<file path="src/rtl/stage_if.sv">
// Instruction-fetch stage: sequential PC, one outstanding memory read, a
// registered output slot (if_*) backed by a one-entry skid buffer, and
// redirect handling that flushes in-flight and buffered instructions.
module stage_if #(
    parameter logic [31:0] RESET_PC = 32'h0000_0000
) (
    input  logic        clk,
    input  logic        rst,
    input  logic        stall,
    input  logic        br,
    input  logic [31:0] br_addr,
    output logic        mem_req,
    output logic [31:0] mem_addr,
    input  logic        mem_ready,
    input  logic        mem_rvalid,
    input  logic [31:0] mem_rdata,
    output logic        if_valid,
    output logic [31:0] if_pc,
    output logic [31:0] if_inst
);

    typedef enum logic [1:0] {
        ST_FETCH = 2'd0,
        ST_WAIT  = 2'd1,
        ST_KILL  = 2'd2
    } state_t;

    localparam logic [31:0] ALIGN_MASK   = 32'hFFFF_FFFC;
    localparam logic [31:0] RESET_PC_ALN = RESET_PC & ALIGN_MASK;

    state_t      state_q, state_d;
    logic [31:0] pc_q, pc_d;
    logic [31:0] req_pc_q, req_pc_d;

    logic        out_vld_q, out_vld_d;
    logic [31:0] out_pc_q, out_pc_d;
    logic [31:0] out_inst_q, out_inst_d;

    logic        skid_vld_q, skid_vld_d;
    logic [31:0] skid_pc_q, skid_pc_d;
    logic [31:0] skid_inst_q, skid_inst_d;

    logic        redirect;
    logic        consume;
    logic        deliver;
    logic [31:0] br_target;

    // A redirect only counts when decode is actually advancing this cycle.
    assign redirect  = br & ~stall;
    assign consume   = out_vld_q & ~stall;
    assign br_target = br_addr & ALIGN_MASK;

    // Fetch FSM next-state, PC update and memory request generation.
    always_comb begin
        state_d  = state_q;
        pc_d     = pc_q;
        req_pc_d = req_pc_q;
        mem_req  = 1'b0;
        mem_addr = pc_q;
        deliver  = 1'b0;
        case (state_q)
            ST_FETCH: begin
                // Only issue while the skid has room for the returning word.
                mem_req = ~rst & ~skid_vld_q & ~redirect;
                if (redirect) begin
                    pc_d = br_target;
                end else if (mem_req && mem_ready) begin
                    req_pc_d = pc_q;
                    pc_d     = pc_q + 32'd4;
                    state_d  = ST_WAIT;
                end
            end
            ST_WAIT: begin
                if (redirect) begin
                    pc_d = br_target;
                    // Same-cycle data is stale; otherwise drain it in KILL.
                    state_d = mem_rvalid ? ST_FETCH : ST_KILL;
                end else if (mem_rvalid) begin
                    deliver = 1'b1;
                    state_d = ST_FETCH;
                end
            end
            ST_KILL: begin
                if (redirect) begin
                    pc_d = br_target;
                end
                // The pending response is being discarded; once it shows up
                // nothing is outstanding, so fetching may resume even if a new
                // redirect arrives in the same cycle.
                if (mem_rvalid) begin
                    state_d = ST_FETCH;
                end
            end
            default: begin
                state_d = ST_FETCH;
            end
        endcase
    end

    // Output slot and skid buffer: skid drains first so fetch order is kept.
    always_comb begin
        out_vld_d   = out_vld_q;
        out_pc_d    = out_pc_q;
        out_inst_d  = out_inst_q;
        skid_vld_d  = skid_vld_q;
        skid_pc_d   = skid_pc_q;
        skid_inst_d = skid_inst_q;
        if (redirect) begin
            out_vld_d  = 1'b0;
            skid_vld_d = 1'b0;
        end else if (!out_vld_q || consume) begin
            if (skid_vld_q) begin
                out_vld_d  = 1'b1;
                out_pc_d   = skid_pc_q;
                out_inst_d = skid_inst_q;
                if (deliver) begin
                    skid_pc_d   = req_pc_q;
                    skid_inst_d = mem_rdata;
                end else begin
                    skid_vld_d = 1'b0;
                end
            end else if (deliver) begin
                out_vld_d  = 1'b1;
                out_pc_d   = req_pc_q;
                out_inst_d = mem_rdata;
            end else begin
                out_vld_d = 1'b0;
            end
        end else if (deliver) begin
            skid_vld_d  = 1'b1;
            skid_pc_d   = req_pc_q;
            skid_inst_d = mem_rdata;
        end
    end

    // Control state and the visible output register, cleared on reset.
    always_ff @(posedge clk) begin
        if (rst) begin
            state_q    <= ST_FETCH;
            pc_q       <= RESET_PC_ALN;
            out_vld_q  <= 1'b0;
            out_pc_q   <= 32'h0;
            out_inst_q <= 32'h0;
            skid_vld_q <= 1'b0;
        end else begin
            state_q    <= state_d;
            pc_q       <= pc_d;
            out_vld_q  <= out_vld_d;
            out_pc_q   <= out_pc_d;
            out_inst_q <= out_inst_d;
            skid_vld_q <= skid_vld_d;
        end
    end

    // Datapath holding registers; their contents are qualified by valid bits.
    always_ff @(posedge clk) begin
        req_pc_q    <= req_pc_d;
        skid_pc_q   <= skid_pc_d;
        skid_inst_q <= skid_inst_d;
    end

    assign if_valid = out_vld_q;
    assign if_pc    = out_pc_q;
    assign if_inst  = out_inst_q;

endmodule

</file>
<file path="config.mk">
export PLATFORM = sky130hd
export DESIGN_NAME = stage_if
export DESIGN_NICKNAME = d
export VERILOG_FILES = /design/src/rtl/stage_if.sv
export SDC_FILE = /design/constraint.sdc
export NUM_CORES = 1
export LEC_CHECK = 0
export ABC_AREA = 1
export CORE_MARGIN = 2
export CORE_UTILIZATION = 51
export CTS_CLUSTER_SIZE = 12
export DETAILED_ROUTE_END_ITERATION = 16
export GPL_TIMING_DRIVEN = 0
export PLACE_DENSITY = 0.8
export SYNTH_ARGS = -nofsm -noshare
export SYNTH_HDL_FRONTEND = slang
export SYNTH_SLANG_ARGS = --single-unit
</file>
<file path="constraint.sdc">
create_clock -name clk -period 6.1 [get_ports clk]
set_input_delay 0.61 -clock clk [delete_from_list [all_inputs] [get_ports clk]]
set_output_delay 0.61 -clock clk [all_outputs]
set_load 0.01 [all_outputs]
</file>
Yosys cells after proc, flatten, opt, wreduce, memory -nomap -nowiden --
Cells that the tools add are included.
Cells by class: equality and inequality tests 7, muxes and demuxes 29, bitwise gates (word level) 8, add/subtract/negate cells 1, reductions and logical operators 14
Operators by type and width (count):
- 32-bit two-way mux | 13
- 32-bit one-hot mux with 2 select lines | 1
- 32-bit by 3-bit adder with 32-bit output (second input constant) | 1
- 2-bit two-way mux | 5
- 1-bit two-way mux | 9
- 3-bit AND reduction | 3
- 2-bit inequality test (second input constant) | 3
- 2-bit one-hot mux with 3 select lines | 1
- 2-bit nonzero test | 3
- 1-bit AND | 4
- 1-bit NOT | 4
- 2-bit AND reduction | 2
- 2-bit OR reduction | 2
- 3-bit inequality test (second input constant) | 1
- 2-bit by 1-bit == test with 1-bit output (second input constant) | 1
- 2-bit == test (second input constant) | 1
- 2-bit logical NOT | 1
- 2-bit by 1-bit inequality test with 1-bit output (second input constant) | 1
- 1-bit logical AND | 1
- 1-bit logical NOT | 1
- 1-bit logical OR | 1
Word-level totals: flip-flop bits (word level) 196, bits of input ports 70, output and inout bits 98

Logic depth before layout (Yosys ltp) --
Gate-level depths: netlist of run 1.
depth in word-level cells 8, depth in mapped cells 10, gate-level depth less buffers 10

Worst setup path after synthesis of run 1 --
Ideal clock, no wire load.
path type input port to flip-flop, start point input stall, end point register skid_inst_q[0] (enable), arrival time 3.886 ns, stages on the path 4, path buffers 0, setup slack 1.709 ns, data required time 5.596 ns, cells stage by stage inv_2 nand2_4 nand3_2 a21oi_1
On the way: cells in the longest elaborated chain, start to end 5
RTL lines:
- start, declared | RTL line 9 | input logic stall,
- 1-bit NOT (*) | RTL line 49, 50
- 1-bit AND | RTL line 50 | assign consume = out_vld_q & ~stall;
- 1-bit logical OR | RTL line 111 | end else if (!out_vld_q || consume) begin
- 2-bit inequality test (no line)
- 2-bit AND reduction (no line) (*)
- end signal, assigned | RTL line 159 | skid_inst_q <= skid_inst_d;
- end, declared | RTL line 41 | logic [31:0] skid_inst_q, skid_inst_d;
Mark *: on every way between the ends. The rest lies on a longest branch, timed or not. A chain may end at the register's enable or synchronous reset.

Worst setup path in the final report of run 1 --
start point input rst, end point output mem_req
On the way: cells in the longest elaborated chain, start to end 4
RTL lines:
- start, declared | RTL line 8 | input logic rst,
- 1-bit NOT | RTL line 64 | mem_req = ~rst & ~skid_vld_q & ~redirect;
- 1-bit AND (2 in a row) | RTL line 64
- 1-bit two-way mux | RTL line 61 | case (state_q)
- end, declared | RTL line 12 | output logic mem_req,
Every way passes these cells.

==> impl_metrics.py, run 1 <==
metrics = {
    "global_route": {
        "overflow": 0,
        "grt_pass1_wl_mm": 33.46,
        "grt_max_degree": 32,
        "grt_pass1_vias": 6509,
        "grtUsageTotal_pct": 26.30,
        "antenna_found_initial": 1,
    },
    "pwr": {
        "pwr_density_cell_mw_per_mm2": 305.1,
        "worst_ir_drop_vdd_mv": 0.2379,
        "power_uw": 3188,
        "p_leak_uw": 0.003771,
    },
    "logic_synthesis": {
        "synth_fa_ha_area_share_pct": 0.7914,
        "synthXorXnorAreaFrac_pct": 0.5540,
        "ys_ff_latch": 188,
        "synth_compound_area_share_pct": 13.34,
        "synthArstFlopShare_pct": 0,
        "synth.most_common_cell": "nand2_1",
        "muxShareOfSynthArea_pct": 0,
        "synthTopCellsByArea": "edfxtp_1 (35%), dfxtp_1 (24%), nand2_1 (13%)",
        "ys.flop_type": "dfxtp_1",
        "yosys_warnings": 0,
        "synth_cells": 876,
        "synth_top_family_by_area": "simple AND/OR/NAND/NOR gates",
        "synth_area_mm2": 0.007905,
        "yosys.area_share.simple_pct": 20.70,
        "synth.distinct_cells": 34,
        "synth_edf_count": 92,
        "ys_seq_area_share_pct": 59.26,
        "avgSynthCellArea_um2": 9.024,
        "synthTopCellsByCount": "nand2_1 (264), dfxtp_1 (96), edfxtp_1 (92)",
        "yosysTopAreaCell": "edfxtp_1",
        "yosysTopAreaCellShare_pct": 34.95,
    },
    "clocking": {
        "post_cts_buffers": 0,
        "cts-hold-fix-buffers": 0,
        "clk_pin_slew_ns": 0.06,
        "cts_root_buf": "clkbuf_16",
        "h-tree-depth": 4,
        "clockBufferDepth": 2,
        "cts_buffers": 17,
        "cts_tree": "yes",
        "clock_latency_ns": 0.44,
        "cts_resized": 0,
        "cts.sink_count": 188,
    },
    "outcome": {
        "status": "complete, no violations",
    },
    "min_path": {
        "holdPathEnd": "skid_pc_q[9]$_DFFE_PP_",
        "worstHoldStart": "req_pc_q[9]$_DFFE_PP_",
        "holdPathStages": 0,
        "min_path_type": "reg -> reg",
    },
    "floorplan": {
        "core_mm2": 0.01520,
        "die_h_um": 128.5,
        "die-area_mm2": 0.01651,
        "placementRows": 45,
        "initial_core_util_pct": 52.00,
        "pin_count": 168,
        "die_w_um": 128.5,
    },
    "worst_setup_path": {
        "cp_max_fo": 10,
        "rr_startpoint": "state_q[1]$_SDFFE_PP0P_",
        "max_stage_delay_ns": 0.62,
        "crit_path_top_delay_cell": "clkdlybuf4s50_1",
        "end_kind": "primary output",
        "worst-r2r-cell-count": 5,
        "rrSetupSlack_ns": 4.17,
        "cp_data_arrival_time_ns": 2.67,
        "crit_top_cell": "clkdlybuf4s50_1",
        "rr_endpoint": "skid_pc_q[6]$_DFFE_PP_",
        "worstPathCellList": "clkdlybuf4s50_1 -> inv_1 -> clkbuf_1 -> nand2_1 -> nor3_1 -> clkdlybuf4s50_1",
        "crit_type": "in -> out",
        "cp.required_ns": 5.49,
        "start_kind": "primary input",
    },
    "finish": {
        "nets": 1136,
        "post-route-util_pct": 68.73,
        "area_growth_pct": 32.18,
        "stdcell_area_mm2": 0.01045,
        "num-fill-cells": 1190,
        "drive_gt1_share_pct": 7.542,
    },
    "timing": {
        "final.period_utilization_pct": 53.82,
        "report.final.slew_viol_count": 0,
        "rsz0062_at_grt": "false",
        "setup_violations": 0,
        "clock.fmax_mhz": 304.6,
        "min_period_ns": 3.283,
        "hold_slack_ns": 0.4521,
        "fin_ws_ns": 2.817,
        "skew_ns": 0.007974,
        "slew-limit-headroom_pct": 40.32,
        "worstMarginPinSlew_ns": 0.8931,
        "final_hold_viol_count": 0,
    },
    "placed_design": {
        "placed_area_mm2": 0.009829,
        "portBuffers": 161,
        "hpwl_mm": 14.92,
        "post-place-ws_ns": 2.871,
        "gp_congestion": 0.9215,
    },
    "drt": {
        "antenna_left": 0,
        "post_drt_wl_per_cell_um": 16.74,
        "viasPerCell": 5.500,
        "routed_wl_mm": 21.14,
        "dr_wl_met3_mm": 1.547,
        "dr.pass1.iters": 5,
        "top_layer": "met4",
        "drc": 0,
        "wl_met1_mm": 9.023,
        "drt_iter0_drc": 679,
        "vias": 6947,
        "routed-wl-met2_mm": 9.964,
    },
    "run": {
        "maxCapViolCount": 0,
    },
}
[state kept, by name, summed over array words and instances, names as in the netlist]
register / flops
if_pc: 30
mem_addr: 30
skid_inst_q: 32
skid_vld_q: 1
state_q: 2
skid_pc_q: 30
req_pc_q: 30
if_valid: 1
if_inst: 32
[layout make-up]
| class | instances | area (um^2) | share of cell area (%) |
|---|---|---|---|
| plain buffers | 53 | 277.8 | 2.658 |
| clock buffers | 24 | 513.0 | 4.910 |
| well taps | 188 | 235.2 | 2.251 |
| inverters | 37 | 141.4 | 1.353 |
| diodes | 1 | 2.502 | 0.02395 |
| repair buffers | 163 | 1659 | 15.88 |
| clock inverters | 8 | 103.9 | 0.9939 |
| multi-input cells | 601 | 2831 | 27.10 |
| flip-flops and latches | 188 | 4684 | 44.83 |
[layout by cell type, fill, tap and decap left out, types with 3 or more instances in the layout]
| cell | synthesis | final |
|---|---|---|
| a31oi_1 | 64 | 64 |
| clkbuf_8 | 0 | 4 |
| edfxtp_1 | 92 | 92 |
| nand3b_1 | 3 | 3 |
| o21ai_1 | 12 | 12 |
| clkdlybuf4s50_1 | 0 | 161 |
| conb_1 | 1 | 4 |
| ha_1 | 5 | 5 |
| clkbuf_16 | 0 | 18 |
| clkbuf_1 | 23 | 25 |
| nor2_1 | 76 | 75 |
| inv_1 | 33 | 33 |
| nand2_1 | 264 | 264 |
| xor2_1 | 3 | 3 |
| dfxtp_1 | 96 | 96 |
| nand3_2 | 3 | 3 |
| nor2_2 | 4 | 4 |
| nand3_1 | 31 | 31 |
| inv_2 | 3 | 3 |
| nand4_1 | 6 | 6 |
| o21a_1 | 3 | 3 |
| o21ai_0 | 73 | 73 |
| nor2_4 | 3 | 4 |
| a21oi_1 | 34 | 33 |
| buf_4 | 15 | 15 |
| buf_2 | 12 | 12 |
[through the flow]
| step | instances | TNS (ns) |
|---|---|---|
| 2_1_floorplan | 879 | 0 |
| 3_3_place_gp | 1228 | -20.85 |
| 3_5_place_dp | 1230 | 0 |
| 4_1_cts | 1262 | 0 |
| 5_1_grt | 1263 | 0 |
| 6_report | 1263 | 0 |
[where the power goes]
group / internal, uW / switching [uW] / total (uW)
combinational: 249 / 288 / 536
sequential: 1410 / 106 / 1520
clock: 674 / 462 / 1140
total: 2330 / 856 / 3190
[worst max-delay path by stage]
stage          startpoint                   endpoint  slack (ns)  depth (start not counted)
2_1_floorplan       stall   skid_inst_q[0]$_DFFE_PP_        1.71                          4
6_report              rst                    mem_req        2.82                          6
5_1_grt               rst                    mem_req        2.73                          6
4_1_cts               rst                    mem_req        2.86                          6
3_5_place_dp          rst                    mem_req        2.87                          6
3_3_place_gp        stall  skid_inst_q[16]$_DFFE_PP_       -0.34                          5
[worst max-delay path, delay by kind of cell]
kind,cells,cell delay [ns]
buffers and inverters,4,1.70
AND/OR/NAND/NOR,2,0.36
[cell families (layout without fill, tap and decap cells)]
logic type	Yosys count	after routing
AOI/OAI and AO/OA	191	191
xor gates and xnor gates	5	5
adders and majority gates	5	5
buffers and inverters	90	285
DFF	188	188
other	1	5
and+or+nand+nor	396	396
[metal layers]
layer,vias to the layer above,global-route usage (%)
li1,3360,-
met1,3238,35.07
met2,305,42.49
met3,44,5.239
met4,0,10.74
met5,-,0
Power figures use the tool's default switching activity.
==> run 2, diff against run 1 <==
==> constraint.sdc (replaced) <==
create_clock -name clk -period 3.1 [get_ports clk]
set_input_delay 0.31 -clock clk [delete_from_list [all_inputs] [get_ports clk]]
set_output_delay 0.31 -clock clk [all_outputs]
set_load 0.01 [all_outputs]
==> run 2 against run 1 <==
Routed wire length rose by 2.0%; final area decreased by 0.28%; largest cell class unchanged; clock power up 93%; clock skew up 0.0029 ns; register-to-register slack lost 3.1 ns; sequential power increased by 96%; clock-buffer cell count shrank 6; die area did not move; core utilization decreased by 0.19 points; first-iteration DRC count down 0.29%; non-clock buffer count unchanged; sequential share of layout area is 0.12 points higher.
==> impl_metrics.py, run 2 (synthesis gave the netlist of run 1 again) <==
metrics = {
    "timing": {
        "skew_ns": 0.01091,
        "rsz0062_at_grt": "false",
        "min_period_ns": 2.672,
        "final_hold_viol_count": 0,
        "setup_violations": 0,
        "worstMarginPinSlew_ns": 0.8709,
        "clock.fmax_mhz": 374.2,
        "final.period_utilization_pct": 86.20,
        "slew-limit-headroom_pct": 41.80,
        "hold_slack_ns": 0.4495,
        "report.final.slew_viol_count": 0,
    },
    "drt": {
        "drt_iter0_drc": 677,
        "dr.pass1.iters": 7,
        "post_drt_wl_per_cell_um": 17.08,
        "dr_wl_met3_mm": 1.725,
        "routed_wl_mm": 21.56,
        "drc": 0,
        "top_layer": "met4",
        "vias": 6995,
        "routed-wl-met2_mm": 10.30,
        "antenna_left": 0,
        "viasPerCell": 5.543,
        "wl_met1_mm": 9.063,
    },
    "finish": {
        "nets": 1136,
        "layout_common_cells": "nand2_1 (264), clkdlybuf4s50_1 (161), dfxtp_1 (96)",
        "diodes": 0,
        "area_growth_pct": 31.81,
        "drive_gt1_share_pct": 7.542,
        "post-route-util_pct": 68.54,
        "final_common_cell": "nand2_1",
    },
    "global_route": {
        "antenna_found_initial": 0,
        "grt_pass1_wl_mm": 33.03,
        "grt_max_degree": 32,
        "grtUsageTotal_pct": 26.05,
        "grt_pass1_vias": 6319,
        "overflow": 0,
    },
    "placed_design": {
        "gp_congestion": 0.9336,
        "portBuffers": 161,
        "hpwl_mm": 15.12,
    },
    "clocking": {
        "h-tree-depth": 4,
        "post_cts_buffers": 0,
        "cts_root_buf": "clkbuf_16",
        "clock_latency_ns": 0.43,
        "clockBufferDepth": 2,
        "cts_tree": "yes",
        "cts.sink_count": 188,
        "cts-hold-fix-buffers": 0,
        "cts_buffers": 17,
        "clk_pin_slew_ns": 0.06,
        "cts_resized": 0,
    },
    "worst_setup_path": {
        "endpoint": "mem_req",
        "start_kind": "primary input",
        "rr_startpoint": "state_q[1]$_SDFFE_PP0P_",
        "cp_data_arrival_time_ns": 2.36,
        "worst-path-buf-inv": 4,
        "crit_top_cell": "clkdlybuf4s50_1",
        "max_stage_delay_ns": 0.61,
        "critPathTopFamily": "buffers and inverters",
        "worstSetupPathDepth": 6,
        "rrSetupSlack_ns": 1.06,
        "crit_path_top_delay_cell": "clkdlybuf4s50_1",
        "end_kind": "primary output",
        "cp_max_fo": 10,
        "worstPathCellList": "clkdlybuf4s50_1 -> inv_1 -> clkbuf_1 -> nand2_1 -> nor3_1 -> clkdlybuf4s50_1",
        "rr_endpoint": "skid_inst_q[21]$_DFFE_PP_",
        "crit_path_start": "rst",
        "worst-r2r-cell-count": 6,
        "cp.required_ns": 2.79,
        "crit_type": "in -> out",
    },
    "run": {
        "maxCapViolCount": 0,
    },
    "floorplan": {
        "core_mm2": 0.01520,
        "pin_count": 168,
        "die_w_um": 128.5,
        "placementRows": 45,
        "die_h_um": 128.5,
        "die-area_mm2": 0.01651,
        "initial_core_util_pct": 52.00,
    },
    "pwr": {
        "combPwrFrac_pct": 17.0,
        "p_leak_uw": 0.003762,
        "sw_frac_of_total_pct": 27.34,
        "p_seq_share_pct": 47.7,
        "pwr_density_cell_mw_per_mm2": 599.0,
        "p_clk_share_pct": 35.3,
        "power_uw": 6242,
        "worst_ir_drop_vdd_mv": 0.4480,
        "p_switching_uw": 1707,
        "power.internal_uw": 4535,
    },
    "min_path": {
        "min_path_type": "reg -> reg",
    },
    "outcome": {
        "status": "complete, no violations",
    },
}
[run 2: power by group through the flow]
| stage | clock network (uW) | registers, uW | logic, uW |
|---|---|---|---|
| finish | 2200 | 2980 | 1060 |
| global route | 2300 | 3000 | 1160 |
| CTS | 2220 | 2970 | 1060 |
| detailed placement | 0 | 3020 | 1050 |
| global placement | 0 | 3020 | 1030 |
| floorplan | 0 | 3000 | 526 |
[run 2: cell type report]
class                           count  area, um^2
Clock buffer                       18       429.2
Clock inverter                     14       168.9
Inverter                           37       141.4
Timing Repair Buffer              163        1652
Sequential cell                   188        4684
Multi-Input combinational cell    601        2831
Buffer                             53       277.8
Fill cell                        1181        4782
Tap cell                          188       235.2
[run 2: worst min path at each step]
stage	start	to	slack [ns]	cells after the start
after floorplan	mem_rdata[0]	skid_inst_q[0]$_DFFE_PP_	0.41	0
after global placement	req_pc_q[23]$_DFFE_PP_	skid_pc_q[23]$_DFFE_PP_	0.43	0
after detailed placement	req_pc_q[23]$_DFFE_PP_	skid_pc_q[23]$_DFFE_PP_	0.44	0
after CTS	req_pc_q[22]$_DFFE_PP_	skid_pc_q[22]$_DFFE_PP_	0.45	0
after global routing	req_pc_q[5]$_DFFE_PP_	skid_pc_q[5]$_DFFE_PP_	0.46	0
final	req_pc_q[22]$_DFFE_PP_	skid_pc_q[22]$_DFFE_PP_	0.45	0
[run 2: metal layers]
metal | vias up | track usage, %
met2 | 350 | 43.15
met3 | 39 | 5.114
met4 | 0 | 9.143
met1 | 3250 | 34.51
li1 | 3356 | -
met5 | - | 0
[run 2: stage by stage]
stage,TNS (ns),cell area (um^2),setup slack (ns),instances
after global placement,-69.34,9767,-0.9505,1228
after global routing,0,10420,0.3392,1262
after detailed placement,0,9822,0.5027,1230
final,0,10420,0.4279,1262
after CTS,0,10420,0.4781,1262
after floorplan,0,7920,0.2439,879
